===== config.mk =====
export PLATFORM = sky130hd
export DESIGN_NAME = iterative_divider_flat
export DESIGN_NICKNAME = d
export VERILOG_FILES = /design/src/rtl/iterative_divider_pkg.sv /design/src/rtl/iterative_divider_if.sv /design/src/rtl/iterative_divider_subtractor.sv /design/src/rtl/iterative_divider.sv /design/src/flat_wrapper.sv
export SDC_FILE = /design/constraint.sdc
export NUM_CORES = 1
export LEC_CHECK = 0
export CAP_MARGIN = 20
export CORE_MARGIN = 5
export CORE_UTILIZATION = 58
export DETAILED_ROUTE_END_ITERATION = 6
export GPL_TIMING_DRIVEN = 0
export PLACE_DENSITY = 0.81
export SLEW_MARGIN = 40
export SYNTH_ARGS = -nofsm -noshare
export SYNTH_HDL_FRONTEND = slang
export SYNTH_SLANG_ARGS = --single-unit

===== constraint.sdc =====
create_clock -name clock -period 6.53 [get_ports clock]
set_clock_uncertainty 0.15 [all_clocks]
set_input_delay 1.306 -clock clock [delete_from_list [all_inputs] [get_ports clock]]
set_output_delay 1.306 -clock clock [all_outputs]
set_load 0.03 [all_outputs]

===== src/rtl/iterative_divider_pkg.sv =====
// Shared definitions for the iterative restoring divider.
// Holds the FSM encoding and the divide-by-zero quotient constant.
package iterative_divider_pkg;

  typedef enum logic [1:0] {
    S_IDLE = 2'd0,
    S_RUN  = 2'd1,
    S_DONE = 2'd2
  } state_t;

  // Wide enough for any supported WIDTH; users slice the low WIDTH bits.
  localparam int                   MAX_WIDTH    = 128;
  localparam logic [MAX_WIDTH-1:0] DBZ_QUOTIENT = '1;

endpackage


===== src/rtl/iterative_divider_if.sv =====
// Request/result bundle between the core and the iterative divider.
interface iterative_divider_if #(
  parameter int WIDTH = 32
);

  logic             start;
  logic             is_signed;
  logic [WIDTH-1:0] dividend;
  logic [WIDTH-1:0] divisor;
  logic             ready;
  logic             done;
  logic [WIDTH-1:0] quotient;
  logic [WIDTH-1:0] remainder;
  logic             div_by_zero;

  modport master (
    output start, is_signed, dividend, divisor,
    input  ready, done, quotient, remainder, div_by_zero
  );

  modport slave (
    input  start, is_signed, dividend, divisor,
    output ready, done, quotient, remainder, div_by_zero
  );

endinterface


===== src/rtl/iterative_divider_subtractor.sv =====
// Generic ripple subtractor: Result = DataA - DataB - BorrowIn.
// ExtendedBits gives headroom so the borrow appears in bit NrOfBits.
module iterative_divider_subtractor #(
  parameter int NrOfBits     = 33,
  parameter int ExtendedBits = 34
) (
  input  logic [NrOfBits-1:0] DataA,
  input  logic [NrOfBits-1:0] DataB,
  input  logic                BorrowIn,
  output logic [NrOfBits-1:0] Result,
  output logic                BorrowOut
);

  logic [ExtendedBits-1:0] w_a_ext;
  logic [ExtendedBits-1:0] w_b_ext;
  logic [ExtendedBits-1:0] w_cin_ext;
  logic [ExtendedBits-1:0] w_diff;

  assign w_a_ext   = {{(ExtendedBits-NrOfBits){1'b0}}, DataA};
  assign w_b_ext   = {{(ExtendedBits-NrOfBits){1'b0}}, DataB};
  assign w_cin_ext = {{(ExtendedBits-1){1'b0}}, BorrowIn};
  assign w_diff    = w_a_ext - w_b_ext - w_cin_ext;

  assign Result    = w_diff[NrOfBits-1:0];
  assign BorrowOut = w_diff[NrOfBits];

endmodule


===== src/rtl/iterative_divider.sv =====
// Multi-cycle restoring divider for DIV/DIVU/REM/REMU: one trial subtraction
// per cycle over WIDTH cycles, with sign fix-up applied as results are written.
module iterative_divider
  import iterative_divider_pkg::*;
#(
  parameter int WIDTH    = 32,
  parameter int CNT_BITS = 5
) (
  input  logic               clock,
  input  logic               reset,
  iterative_divider_if.slave bus
);

  state_t              r_state;
  logic [CNT_BITS-1:0] r_cnt;
  logic [WIDTH-1:0]    r_dvd;       // dividend magnitude, quotient bits shift in at LSB
  logic [WIDTH-1:0]    r_dvd_orig;
  logic [WIDTH-1:0]    r_div_mag;
  logic [WIDTH-1:0]    r_rem;
  logic                r_neg_rem;
  logic                r_neg_quo;
  logic                r_dbz_flag;

  logic                r_ready;
  logic                r_done;
  logic [WIDTH-1:0]    r_quotient;
  logic [WIDTH-1:0]    r_remainder;
  logic                r_div_by_zero;

  logic             w_dvd_neg;
  logic             w_div_neg;
  logic [WIDTH-1:0] w_dvd_mag;
  logic [WIDTH-1:0] w_div_mag;
  logic [WIDTH:0]   w_shifted;
  logic [WIDTH:0]   w_trial;
  logic             w_borrow;
  logic             w_borrow_unused;
  logic [WIDTH-1:0] w_rem_next;
  logic [WIDTH-1:0] w_quo_next;
  logic [WIDTH-1:0] w_quo_fixed;
  logic [WIDTH-1:0] w_rem_fixed;
  logic             w_last_iter;

  assign w_dvd_neg = bus.is_signed & bus.dividend[WIDTH-1];
  assign w_div_neg = bus.is_signed & bus.divisor[WIDTH-1];
  assign w_dvd_mag = w_dvd_neg ? (~bus.dividend + WIDTH'(1)) : bus.dividend;
  assign w_div_mag = w_div_neg ? (~bus.divisor + WIDTH'(1)) : bus.divisor;

  assign w_shifted = {r_rem, r_dvd[WIDTH-1]};

  iterative_divider_subtractor #(
    .NrOfBits     (WIDTH + 1),
    .ExtendedBits (WIDTH + 2)
  ) u_sub (
    .DataA     (w_shifted),
    .DataB     ({1'b0, r_div_mag}),
    .BorrowIn  (1'b0),
    .Result    (w_trial),
    .BorrowOut (w_borrow_unused)
  );

  // The trial result's top bit is the borrow; the subtractor's own borrow port is not needed.
  assign w_borrow    = w_trial[WIDTH];
  assign w_rem_next  = w_borrow ? w_shifted[WIDTH-1:0] : w_trial[WIDTH-1:0];
  assign w_quo_next  = {r_dvd[WIDTH-2:0], ~w_borrow};
  assign w_quo_fixed = r_neg_quo ? (~w_quo_next + WIDTH'(1)) : w_quo_next;
  assign w_rem_fixed = r_neg_rem ? (~w_rem_next + WIDTH'(1)) : w_rem_next;
  assign w_last_iter = (r_cnt == CNT_BITS'(WIDTH - 1));

  always_ff @(posedge clock) begin
    if (reset) begin
      r_state       <= S_IDLE;
      r_cnt         <= '0;
      r_dvd         <= '0;
      r_dvd_orig    <= '0;
      r_div_mag     <= '0;
      r_rem         <= '0;
      r_neg_rem     <= 1'b0;
      r_neg_quo     <= 1'b0;
      r_dbz_flag    <= 1'b0;
      r_ready       <= 1'b1;
      r_done        <= 1'b0;
      r_quotient    <= '0;
      r_remainder   <= '0;
      r_div_by_zero <= 1'b0;
    end else begin
      r_done <= 1'b0;
      case (r_state)
        S_IDLE: begin
          if (bus.start) begin
            r_dvd      <= w_dvd_mag;
            r_dvd_orig <= bus.dividend;
            r_div_mag  <= w_div_mag;
            r_rem      <= '0;
            r_neg_rem  <= w_dvd_neg;
            r_neg_quo  <= w_dvd_neg ^ w_div_neg;
            r_dbz_flag <= (bus.divisor == '0);
            r_cnt      <= '0;
            r_ready    <= 1'b0;
            r_state    <= S_RUN;
          end
        end
        S_RUN: begin
          r_rem <= w_rem_next;
          r_dvd <= w_quo_next;
          r_cnt <= r_cnt + CNT_BITS'(1);
          if (w_last_iter) begin
            r_done        <= 1'b1;
            r_div_by_zero <= r_dbz_flag;
            if (r_dbz_flag) begin
              r_quotient  <= DBZ_QUOTIENT[WIDTH-1:0];
              r_remainder <= r_dvd_orig;
            end else begin
              r_quotient  <= w_quo_fixed;
              r_remainder <= w_rem_fixed;
            end
            r_state <= S_DONE;
          end
        end
        S_DONE: begin
          r_ready <= 1'b1;
          r_state <= S_IDLE;
        end
        default: begin
          r_ready <= 1'b1;
          r_state <= S_IDLE;
        end
      endcase
    end
  end

  assign bus.ready       = r_ready;
  assign bus.done        = r_done;
  assign bus.quotient    = r_quotient;
  assign bus.remainder   = r_remainder;
  assign bus.div_by_zero = r_div_by_zero;

endmodule

===== src/flat_wrapper.sv =====
// flat-port wrapper written by rule: the top's interface ports become plain ports
module iterative_divider_flat import iterative_divider_pkg::*;
#(
  parameter int WIDTH    = 32,
  parameter int CNT_BITS = 5
)
  (clock, reset, bus_start, bus_is_signed, bus_dividend, bus_divisor, bus_ready, bus_done, bus_quotient, bus_remainder, bus_div_by_zero);
  iterative_divider_if #(.WIDTH(WIDTH)) bus_i ();
  input  logic clock;
  input  logic reset;
  input wire logic [$bits(bus_i.start)-1:0] bus_start;
  input wire logic [$bits(bus_i.is_signed)-1:0] bus_is_signed;
  input wire logic [$bits(bus_i.dividend)-1:0] bus_dividend;
  input wire logic [$bits(bus_i.divisor)-1:0] bus_divisor;
  output wire logic [$bits(bus_i.ready)-1:0] bus_ready;
  output wire logic [$bits(bus_i.done)-1:0] bus_done;
  output wire logic [$bits(bus_i.quotient)-1:0] bus_quotient;
  output wire logic [$bits(bus_i.remainder)-1:0] bus_remainder;
  output wire logic [$bits(bus_i.div_by_zero)-1:0] bus_div_by_zero;
  assign bus_i.start = bus_start;
  assign bus_i.is_signed = bus_is_signed;
  assign bus_i.dividend = bus_dividend;
  assign bus_i.divisor = bus_divisor;
  assign bus_ready = bus_i.ready;
  assign bus_done = bus_i.done;
  assign bus_quotient = bus_i.quotient;
  assign bus_remainder = bus_i.remainder;
  assign bus_div_by_zero = bus_i.div_by_zero;
  iterative_divider #(.WIDTH(WIDTH), .CNT_BITS(CNT_BITS)) u_core (.clock(clock), .reset(reset), .bus(bus_i));
endmodule

==> flow_metrics.py <==
metrics = {
    "outcome": {
        "status": "complete, no violations",
    },
    "logic_synthesis": {
        "yosysSeqAreaShare": 0.3125,
        "synthesis.nets": 1853,
        "synthTopCellsByArea": "dfxtp_1 31%, nor2_1 6.2%, a21oi_1 6.1%, nand2_1 5.9%, xor2_1 4.8%",
        "synthCells": 1746,
        "synth-seq-cells": 205,
        "synth_common_cells": "217 x nor2_1, 206 x nand2_1, 205 x dfxtp_1, 161 x a21oi_1, 98 x clkbuf_1",
        "yosys.area.top_type": "dfxtp_1",
        "ys_warn_count": 0,
        "synthesis.area_um2": 13130,
        "synth_flop_cell": "dfxtp_1",
        "avgSynthCellArea_um2": 7.522,
        "synth.most_common_cell": "nor2_1",
        "ys_types": 81,
        "synth_edf_count": 0,
        "synthArstFlopShare": 0,
        "yosysTopAreaCellShare": 0.3125,
    },
    "global_routing": {
        "top_usage_layer": "met2",
        "grt_pass1_wl_um": 74730,
        "grt_use_met3": 0.06390,
        "grt_max_degree": 20,
        "grt_overflow": 0,
        "met1_usage": 0.5372,
        "grtUsageMet2": 0.5464,
        "antenna_found_initial": 0,
        "grt_pass1_vias": 12960,
        "grt_usage": 0.3626,
    },
    "critical_path": {
        "startpoint_type": "register",
        "slowest_stage": "clkbuf_1",
        "required_ns": 6.78,
        "timing.rr.end": "u_core.bus.quotient[28]",
        "crit_arrival_ns": 6.38,
        "end_kind": "register",
        "crit_type": "register to register",
        "cpPeakStageDelay_ns": 0.56,
        "crit_top_cell": "inv_1",
        "path_buf_inv": 5,
        "rrSetupSlack_ns": 0.40,
        "worstRegToRegCells": 21,
        "path_cells": "inv_1, ha_1, inv_1, fa_1, a211oi_4, o211ai_2, nand3_1, nand3_1, o21ai_1, nand2_1, inv_1, clkbuf_1, buf_2, ha_1, nand2_1, or4_1, nor2_1, nand4b_1, o31ai_1, xor2_1, a211oi_1",
        "crit_path_max_fanout": 10,
        "r2r_start": "u_core.r_dvd[31]",
        "crit_family": "simple AND/OR/NAND/NOR gates",
    },
    "final_layout": {
        "final_layout_size_suffix_gt1_frac": 0.04635,
        "fin_cells": 2205,
        "layout.nets": 2010,
        "syn2layout_area_growth_pct": 19.39,
        "fin_util": 0.6968,
        "antenna_cells": 0,
    },
    "pwr": {
        "ir_drop_mv": 0.1969,
        "p_sw_frac": 0.3105,
        "internal_power_uw": 2449,
        "powerDensity_nw_per_um2": 226.5,
        "p_sw_uw": 1103,
        "p_leak_uw": 0.005763,
        "combPwrFrac": 0.207,
        "clkPwrFrac": 0.411,
        "power_frac_seq": 0.382,
    },
    "worst_hold_path": {
        "holdPathStages": 2,
        "min_to": "u_core.r_dvd_orig[16]",
        "worstHoldStart": "u_core.r_dvd_orig[16]",
        "hold_class": "register to register",
    },
    "sta": {
        "timing.fmax_mhz": 163.2,
        "setup_ws_ns": 0.4034,
        "hold_viol": 0,
        "grt_setup_unrepaired": "false",
        "fin_tns_setup_ns": 0,
        "layout_min_cycle_time_ns": 6.127,
        "finalCritPeriodShare": 0.9382,
        "finalMaxSlewViolations": 0,
        "relSlewSlack": 0.3911,
        "worst_slew_pin_slew_ns": 0.9078,
        "finalSetupViolations": 0,
    },
    "die": {
        "initial_core_util": 0.5837,
        "dieArea_um2": 25750,
        "core_area_um2": 22500,
        "die_h_um": 160.5,
        "fp-row-count": 55,
        "chipWidth_um": 160.5,
        "ioPinCount": 135,
    },
    "detailed_routing": {
        "firstDrtPassIters": 6,
        "wire_per_inst_um": 22.42,
        "drtIter0Drc": 1952,
        "via_per_inst": 6.560,
        "vias": 14470,
        "ant_nets": 0,
        "finalWirelength_um": 49440,
        "drc": 0,
    },
    "placement": {
        "place.gp.congestion": 0.9891,
        "preCtsSetupSlack_ns": -0.08552,
        "numPlacedInstances": 2164,
        "port_buffers": 133,
        "dp_hpwl_um": 38610,
    },
    "flow_run": {
        "max-cap-violations": 0,
    },
    "clock_tree": {
        "cts.sinks": 205,
        "cts_tree": "built",
        "path_clk_slew_ns": 0.06,
        "postCtsHoldBufs": 0,
        "cts_buffer_depth": 3,
        "cts_buffers": 23,
        "cts_htree_levels": 1,
        "cts_root_buf": "clkbuf_16",
        "clock_latency_ns": 0.54,
    },
}
-- routing by layer --
layer / share of wire / vias to the layer above
met4: 0.028 / 0
met1: 0.42 / 6801
li1: - / 6609
met5: 0 / -
met2: 0.42 / 940
met3: 0.13 / 115
-- through the flow --
step | instance area [µm²] | hold slack, ns | total power (µW)
after floorplan | 13130 | 0.2811 | 1828
after global placement | 14820 | 0.2933 | 2070
after detailed placement | 14820 | 0.2989 | 2082
after CTS | 15670 | 0.3073 | 3512
after global routing | 15680 | 0.3276 | 3655
final | 15680 | 0.3121 | 3551
-- sequential cells by signal, indices dropped and copies added (netlist names), 2 cells and up --
| signal | flops |
|---|---|
| u_core.bus.remainder | 32 |
| u_core.r_rem | 32 |
| u_core.r_div_mag | 32 |
| u_core.bus.quotient | 32 |
| u_core.r_cnt | 5 |
| u_core.r_dvd_orig | 32 |
| u_core.r_dvd | 32 |
| u_core.r_state | 2 |
-- worst max path at each step --
stage,from,endpoint,cells after the start
2_1_floorplan,u_core.r_dvd[31],u_core.bus.remainder[30],23
3_3_place_gp,u_core.r_dvd[31],u_core.bus.remainder[30],23
3_5_place_dp,u_core.r_dvd[31],u_core.bus.remainder[22],23
4_1_cts,u_core.r_dvd[31],u_core.bus.remainder[22],22
5_1_grt,u_core.r_dvd[31],u_core.bus.remainder[30],22
6_report,u_core.r_dvd[31],u_core.bus.quotient[28],21
-- worst min-delay path, delay by kind of cell, from the launching register on --
kind	cells	cell delay, ns
and+or+nand+nor	1	0.05
DFF	1	0.31
AOI/OAI and AO/OA	1	0.05
-- layout by cell type, fill, tap and decap left out, types with 21 or more instances in the layout --
cell type	synthesis	layout
o21ai_0	65	63
nor2_1	217	216
dfxtp_1	205	205
nand2_1	206	206
ha_1	38	38
xor2_1	72	72
a31oi_1	33	33
a22oi_1	33	33
nor3_1	40	40
xnor2_1	50	50
clkdlybuf4s50_1	0	133
a21o_1	21	21
a21oi_1	161	161
nand3_1	38	38
mux2i_1	29	29
a211oi_1	75	75
clkbuf_1	98	97
clkbuf_16	0	23
inv_1	53	53
o31ai_1	22	21
-- power groups by stage --
stage                     Combinational, µW  Clock (µW)  Sequential (µW)
final                                   735        1460             1360
after global routing                    789        1510             1360
after CTS                               709        1450             1350
after detailed placement                703           0             1380
after global placement                  694           0             1380
after floorplan                         470           0             1360
-- final cells by class --
cell class,count,area [µm²]
Inverter,53,198.9
Clock inverter,15,220.2
Tap cell,285,356.6
Multi-Input combinational cell,1364,8343
Clock buffer,27,630.6
Timing Repair Buffer,133,1331
Sequential cell,205,4104
Buffer,123,495.5
Fill cell,1879,6823
-- cells by family (layout without fill, tap and decap cells) --
| family | Yosys count | in the layout | share of synthesized area |
|---|---|---|---|
| AND/OR/NAND/NOR | 636 | 636 | 0.2196 |
| AO/OA/AOI/OAI | 534 | 534 | 0.2705 |
| flip-flops | 205 | 205 | 0.3125 |
| buffers and inverters | 177 | 351 | 0.05287 |
| XOR/XNOR | 122 | 122 | 0.08136 |
| adder cells (fa/ha/maj) | 39 | 39 | 0.03773 |
| multiplexers | 33 | 33 | 0.02553 |
-- repair_timing --
action / in CTS / in global routing
cloned: 0 / 0
endpoints found under the setup margin: 4 / 9
gates resized for setup: 1 / 4
buffers inserted: 0 / 0
pin swaps: 0 / 0
No activity file was read; power rests on OpenSTA's default activity.
==> RTL edit, RTL diff (config.mk and constraints unchanged) <==
`WIDTH` is set to 32 in 3 places; all go to 40.
--- a/src/rtl/iterative_divider_if.sv
+++ b/src/rtl/iterative_divider_if.sv
@@ -1,6 +1,6 @@
 // Request/result bundle between the core and the iterative divider.
 interface iterative_divider_if #(
-  parameter int WIDTH = 32
+  parameter int WIDTH = 40
 );
 
   logic             start;
--- a/src/rtl/iterative_divider.sv
+++ b/src/rtl/iterative_divider.sv
@@ -3,7 +3,7 @@
 module iterative_divider
   import iterative_divider_pkg::*;
 #(
-  parameter int WIDTH    = 32,
+  parameter int WIDTH    = 40,
   parameter int CNT_BITS = 5
 ) (
   input  logic               clock,
--- a/src/flat_wrapper.sv
+++ b/src/flat_wrapper.sv
@@ -1,7 +1,7 @@
 // flat-port wrapper written by rule: the top's interface ports become plain ports
 module iterative_divider_flat import iterative_divider_pkg::*;
 #(
-  parameter int WIDTH    = 32,
+  parameter int WIDTH    = 40,
   parameter int CNT_BITS = 5
 )
   (clock, reset, bus_start, bus_is_signed, bus_dividend, bus_divisor, bus_ready, bus_done, bus_quotient, bus_remainder, bus_div_by_zero);
Ports: changed (resized bus_dividend, bus_divisor, bus_quotient and bus_remainder); port bits go from 135 to 167. The function was not compared with the original's and may differ.
==> RTL edit against the unedited design <==
The run now ends with DRC left; design area is 26% higher; cell count grew 27%; synthesized area increased by 26%; global-route usage rose by 3.3 points; largest cell class unchanged; maximum frequency fell by 3.8%; total power grew to 2.5 times the old value; first-iteration DRC count rose by 32%; die area up 24%; wire length up 34%; sequential cell count up 48; setup slack lost 250 ps.
==> RTL edit: results (changes against the unedited design) <==
| Metric | Value |
|---|---|
| Seq/Total Area, Yosys | 30.59% (-0.66 points) |
| Worst path slowest cell | dfxtp_1 |
| Sw Pwr | 4.397 mW (+300%) |
| Signal inverters | 72 (+36%) |
| Post-DP Area | 18710 um^2 (+26%) |
| Final RePlAce weighted congestion | 1.014 (+2.5%) |
| Clkbuf count | 36 (+33%) |
| Outcome | complete, but fails checks |
| Layout clock area frac | 5.143% (-0.28 points) |
| Clock latency on the worst-skew pair | 570 ps (+30 ps) |
| CTS resizes | 0 (-1) |
| Row count | 61 (+11%) |
| Peak supply drop | 0.5311 mV (+170%) |
| Iter 0 DRT Violations | 2577 (+32%) |
| Area Growth Syn to Fin | 19.15% |
| Met3 Use GR | 10.31% (+3.9 points) |
| Seq area share | 25.67% (-0.50 points) |
| Signal buffers | 316 (+23%) |
| Grt met1 use | 56.75% (+3.0 points) |
| Arrival @ worst endpoint | 6640 ps (+260 ps) |
| Layout cells sized above 1 | 5.804% (+1.2 points) |
| Failing checks | DRC |
| Met3 wire length | 9.087 mm (+44%) |
| Post-Synthesis Cells | 2194 (+26%) |
| Reg-to-Reg End | u_core.bus.remainder[38] |
| First-pass GRT wire length | 98.46 mm (+32%) |
| Dpl cells | 2739 (+27%) |
| Drt pass-1 iters | 7 (+1) |
| FF-to-FF path depth | 19 (-9.5%) |
| Vias in the first global route | 17030 (+31%) |
| Final std cells w/o fill | 2790 (+27%) |
| Multi-input combinational area share | 53.74% (+0.53 points) |
| # port buffers | 166 (+25%) |
| GRT Overall Usage | 39.54% (+3.3 points) |
| Least-Margin Pin Slew | 948.7 ps (+40.85 ps) |
| Slowest stage delay, CP | 510 ps (-50 ps) |
| Worst R2R Setup Slack | 160 ps (-250 ps) |
| Met2 Resource Use GR | 58.11% (+3.5 points) |
| Fraction of area in non-clock buffers | 11.68% (+0.030 points) |
| Comb_multi_in | 1719 (+26%) |
| Area contributors post-synth | dfxtp_1 31%, a21oi_1 6.1%, nand2_1 6.1%, nor2_1 5.6%, xor2_1 4.6% |
| Post-route DRC | 1 (+1) |
| Leak | 7.013 nW (+22%) |
## RTL edit: stage by stage
| stage | hold slack (ps) | total power [mW] |
|---|---|---|
| after global placement | 292.9 | 6.922 |
| after global routing | 328.6 | 9.291 |
| final | 308.5 | 8.950 |
| after floorplan | 281.1 | 5.422 |
| after CTS | 308.3 | 8.688 |
| after detailed placement | 300.3 | 6.970 |
## RTL edit: power by group through the flow
| stage | Clock, mW | Sequential [mW] | Combinational (mW) |
|---|---|---|---|
| floorplan | 0 | 1.76 | 3.66 |
| CTS | 1.71 | 1.78 | 5.19 |
| global route | 1.77 | 1.80 | 5.72 |
| detailed placement | 0 | 1.81 | 5.16 |
| global placement | 0 | 1.81 | 5.11 |
| finish | 1.72 | 1.79 | 5.44 |
## RTL edit: cells by family after synthesis
kind of cell | Yosys count | share of synthesized area, %
compound gates | 675 | 27.29
xor+xnor | 147 | 7.775
fa+ha+maj | 46 | 3.521
buf+inv | 222 | 5.455
flops | 253 | 30.59
mux | 53 | 3.272
simple gates | 798 | 22.10
